[src/rtl/piso_serializer.sv]
// piso_serializer: parallel-in/serial-out stage with a valid/ready load handshake.
// It shifts an N-bit word out MSB-first, one bit per clock. The framing flags mark
// valid bits and the last bit of each frame. Back-to-back words are sent with no
// idle cycle between them.
// Optional feature: define PARITY_EN to append one even-parity bit to every frame.
module piso_serializer #(
   parameter int N = 4
) (
   input  logic         clk,
   input  logic         rst,
   input  logic [N-1:0] d,
   input  logic         load_valid,
   output logic         load_ready,
   output logic         sout,
   output logic         sout_valid,
   output logic         sout_last,
   output logic         busy
);

`ifdef PARITY_EN
   localparam int FRAME = N + 1;
`else
   localparam int FRAME = N;
`endif
   localparam int            CW       = $clog2(FRAME);
   localparam logic [CW-1:0] LAST_CNT = CW'(FRAME - 1);

   typedef enum logic {
      IDLE  = 1'b0,
      SHIFT = 1'b1
   } state_t;

   state_t        r_state;
   state_t        w_state_nxt;
   logic [N-1:0]  r_shreg;
   logic [CW-1:0] r_cnt;
   logic          w_last;
   logic          w_accept;
`ifdef PARITY_EN
   logic          r_par;
`endif

   // Final bit of the frame. A new word can be taken here so the next frame follows with no gap.
   assign w_last     = (r_state == SHIFT) && (r_cnt == LAST_CNT);
   assign load_ready = rst & ((r_state == IDLE) | w_last);
   assign w_accept   = load_valid & load_ready;

   // State register; reset aborts any frame in progress.
   always_ff @(posedge clk or negedge rst) begin
      // NOTE: use non-blocking assignments for all clocked state. Every flop then samples pre-edge values, with no ordering races between blocks.
      if (!rst) r_state <= IDLE;
      else      r_state <= w_state_nxt;
   end

   // Next-state logic and combinational outputs decoded from the registers.
   always_comb begin
      // NOTE: assign every output a default first. Then no path leaves a signal unassigned, and no latch is inferred.
      w_state_nxt = r_state;
      sout        = 1'b0;
      sout_valid  = 1'b0;
      sout_last   = 1'b0;
      busy        = 1'b0;
      case (r_state)
         IDLE: begin
            if (w_accept) w_state_nxt = SHIFT;
         end
         SHIFT: begin
            sout_valid = 1'b1;
            busy       = 1'b1;
            sout_last  = w_last;
            sout       = r_shreg[N-1];
`ifdef PARITY_EN
            if (r_cnt == CW'(N)) sout = r_par;
`endif
            if (w_last && !w_accept) w_state_nxt = IDLE;
         end
         default: w_state_nxt = IDLE;
      endcase
   end

   // Datapath: capture on accept, otherwise shift left with zero fill while a frame is active.
   always_ff @(posedge clk or negedge rst) begin
      if (!rst) begin
         r_shreg <= '0;
         r_cnt   <= '0;
`ifdef PARITY_EN
         r_par   <= 1'b0;
`endif
      end else if (w_accept) begin
         r_shreg <= d;
         r_cnt   <= '0;
`ifdef PARITY_EN
         r_par   <= ^d;
`endif
      end else if (r_state == SHIFT) begin
         r_shreg <= r_shreg << 1;
         if (w_last) r_cnt <= '0;
         else        r_cnt <= r_cnt + CW'(1);
      end
   end

endmodule

[config.mk]
export PLATFORM = sky130hd
export DESIGN_NAME = piso_serializer
export DESIGN_NICKNAME = d
export VERILOG_FILES = /design/src/rtl/piso_serializer.sv
export SDC_FILE = /design/constraint.sdc
export NUM_CORES = 1
export LEC_CHECK = 0
export CAP_MARGIN = 20
export CORE_AREA = 4 4 41 43
export CTS_CLUSTER_SIZE = 30
export DETAILED_ROUTE_END_ITERATION = 8
export DIE_AREA = 0 0 45 47
export PLACE_DENSITY = 0.51
export SYNTH_ARGS = -nofsm -noshare
export SYNTH_HDL_FRONTEND = slang
export SYNTH_SLANG_ARGS = --single-unit
[constraint.sdc]
create_clock -name clk -period 1.5 [get_ports clk]
set_input_delay 0.15 -clock clk [delete_from_list [all_inputs] [get_ports clk]]
set_output_delay 0.15 -clock clk [all_outputs]
set_load 0.005 [all_outputs]
==> flow_summary.yaml <==
die:
  dieArea_sq_mm: 0.00212
  ios: 12
  initial_utilization: 0.296
  std_cell_rows: 13
  die_x_microns: 45
  core_area_sq_mm: 0.00130
  dieHeight_microns: 47
placed_design:
  dp.cells: 55
  placed_cell_area_sq_um: 510
  io_buffer_count: 11
  hpwl_microns: 452
  gp_congestion: 0.677
synth:
  netlist_top_cells_count: "7 x dfrtp_1, 4 x mux2_4, 3 x and2_1, 3 x mux2_1, 2 x nand2_1"
  synth_area_sq_um: 385
  yosysWarnings: 0
  yosys.cell_count.top_type: "dfrtp_1"
  synth_flop_cell: "dfrtp_1"
  avgSynthCellArea_sq_um: 13.3
  yosysSeqAreaShare: 0.455
  async_flop_share: 1.00
  ys_seq_elements: 7
  synth.area.top_cells: "dfrtp_1 45%, mux2_4 16%, mux2_1 8.8%"
  synth_fp_nets: 37
  synth_top_cell_area_share: 0.455
  netlist_instances: 29
  synth_area_leader_cell: "dfrtp_1"
  synth_edf_count: 0
  netlist-cell-type-count: 15
setup_path:
  cp_data_required_time_ns: 1.35
  path_max_fanout: 3
  cp-start-kind: "flip-flop"
  cpMaxStageDelayCell: "dfrtp_1"
  crit_chain: "ha_2, nand2b_4, and2_1, clkdlybuf4s15_1"
  critPathTopFamily: "flip-flops"
  crit_arrival_ns: 1.30
  criticalPathCategory: "flip-flop to primary output"
  slowest_delay_ns: 0.38
  endpoint_kind: "primary output"
  path_buf_inv: 1
drt:
  drcViolationCount: 0
  ant_nets: 0
  vias_per_cell: 4.19
  first_iter_violations: 0
  wl_per_cell_microns: 10.0
  drt_first_pass_iters: 1
  wl_microns: 640
  via_count: 268
sta:
  finalSetupViolCount: 0
  tns_ns: 0
  slew_headroom: 0.914
  worst_pin_slew_ns: 0.126
  period_minus_slack_ns: 1.45
  hold_slack_ns: 0.231
  hold_violations: 0
  min_period_over_period: 0.965
  slew_viol_final: 0
  clock_skew_ns: 0.00145
  max_freq_mhz: 691
layout:
  area_delta_synth_final_pct: 49.7
  diodes: 0
  post-route-util: 0.443
  fin_nets: 58
  drive_gt1_frac: 0.388
  final_cell_area_sq_um: 577
  layoutNonFillerInstCount: 64
run_status:
  status: "complete, no violations"
grt:
  grt_use_total: 0.0764
  antenna_found_initial: 0
  grt_pass1_vias: 251
  grt_pass1_wl_mm: 1.05
  grt_max_degree: 8
  grt_overflow_total: 0
hold_path:
  hp-class: "input port to asynchronous set/reset pin"
clock_network:
  cts.hold.buffers_added: 0
  clk_latency_ns: 0.25
  cts_made_buffers: 3
  cts_tree: "built"
  cts.sinks: 7
  htree_levels: 1
  clkTransAtPathRegs_ns: 0.05
  clock_path_buffers: 2
  root_buffer: "clkbuf_4"
power:
  p_leak_nw: 0.278
  vdd_drop_max_mv: 0.704
  power_density_mw_per_mm2: 1820
flow_run:
  cap_violations: 0
[worst paths after layout]
path	depth (start not counted)	slack (ns)	to	start
worst max register to register	5	0.06	r_shreg[2]$_DFFE_PN0P_	r_cnt[1]$_DFFE_PN0P_
max in group asynchronous	2	1.14	r_state$_DFF_PN0_	rst
worst min-delay path	2	0.23	r_cnt[0]$_DFFE_PN0P_	rst
worst min register to register	2	0.55	r_cnt[0]$_DFFE_PN0P_	r_cnt[0]$_DFFE_PN0P_
min in group clk	3	0.49	r_state$_DFF_PN0_	load_valid
worst max-delay path	4	0.05	load_ready	r_cnt[1]$_DFFE_PN0P_
[worst reg2reg max path, stage by stage, from the launching register on]
cell,delay [ns]
dfrtp_1,0.38
ha_2,0.19
nand2b_4,0.14
buf_4,0.13
and2b_4,0.19
mux2_4,0.29
[report_power, final]
part | internal (mW) | total, mW | switching [mW]
combinational | 0.385 | 0.564 | 0.179
clock | 0.101 | 0.167 | 0.0659
sequential | 0.272 | 0.322 | 0.0500
[sequential cells by signal, indices dropped and copies added (netlist names)]
name / count
r_shreg: 4
r_cnt: 2
r_state: 1
[through the flow]
| step | power [mW] | worst slack (ns) |
|---|---|---|
| 6_report | 1.05 | 0.0519 |
| 3_3_place_gp | 0.792 | 0.0222 |
| 3_5_place_dp | 0.799 | 0.0192 |
| 2_1_floorplan | 0.651 | 0.194 |
| 4_1_cts | 1.01 | -0.0323 |
| 5_1_grt | 1.14 | -0.00277 |
[placed cells by master (no fill, tap or decap), types with 2 or more instances in the layout]
master	Yosys	layout
clkdlybuf4s50_1	0	9
dfrtp_1	7	6
clkbuf_4	0	3
nand2_1	2	2
buf_4	1	7
and2_1	3	3
mux2_1	3	3
mux2_4	4	4
[timing repair]
item                       CTS  global route
gates cloned                 0             0
buffers inserted             2             3
gates resized for setup      4             1
setup endpoints to repair    5             1
pin swaps                    0             1
[final cells by class]
class,count,area [sq um]
tap,15,18.8
fill,135,724
timing repair buffer,18,161
clock buffer,4,26.3
multi-input combinational,20,194
sequential,7,176
[cell families (layout without fill, tap and decap cells)]
group / Yosys count / count (layout) / synth area share
compound gates: 1 / 1 / 0.0130
fa+ha+maj: 1 / 1 / 0.0325
buf+inv: 2 / 22 / 0.0487
flops: 7 / 7 / 0.455
mux: 8 / 8 / 0.269
simple gates: 10 / 10 / 0.182
[layer usage]
metal,vias to the layer above,GRT usage,part of all wire
li1,137,-,-
met1,121,0.0696,0.39
met2,10,0.116,0.51
met3,0,0.0498,0.098
met4,0,0.0702,0
met5,-,0,0
No activity file was read; power rests on OpenSTA's default activity.
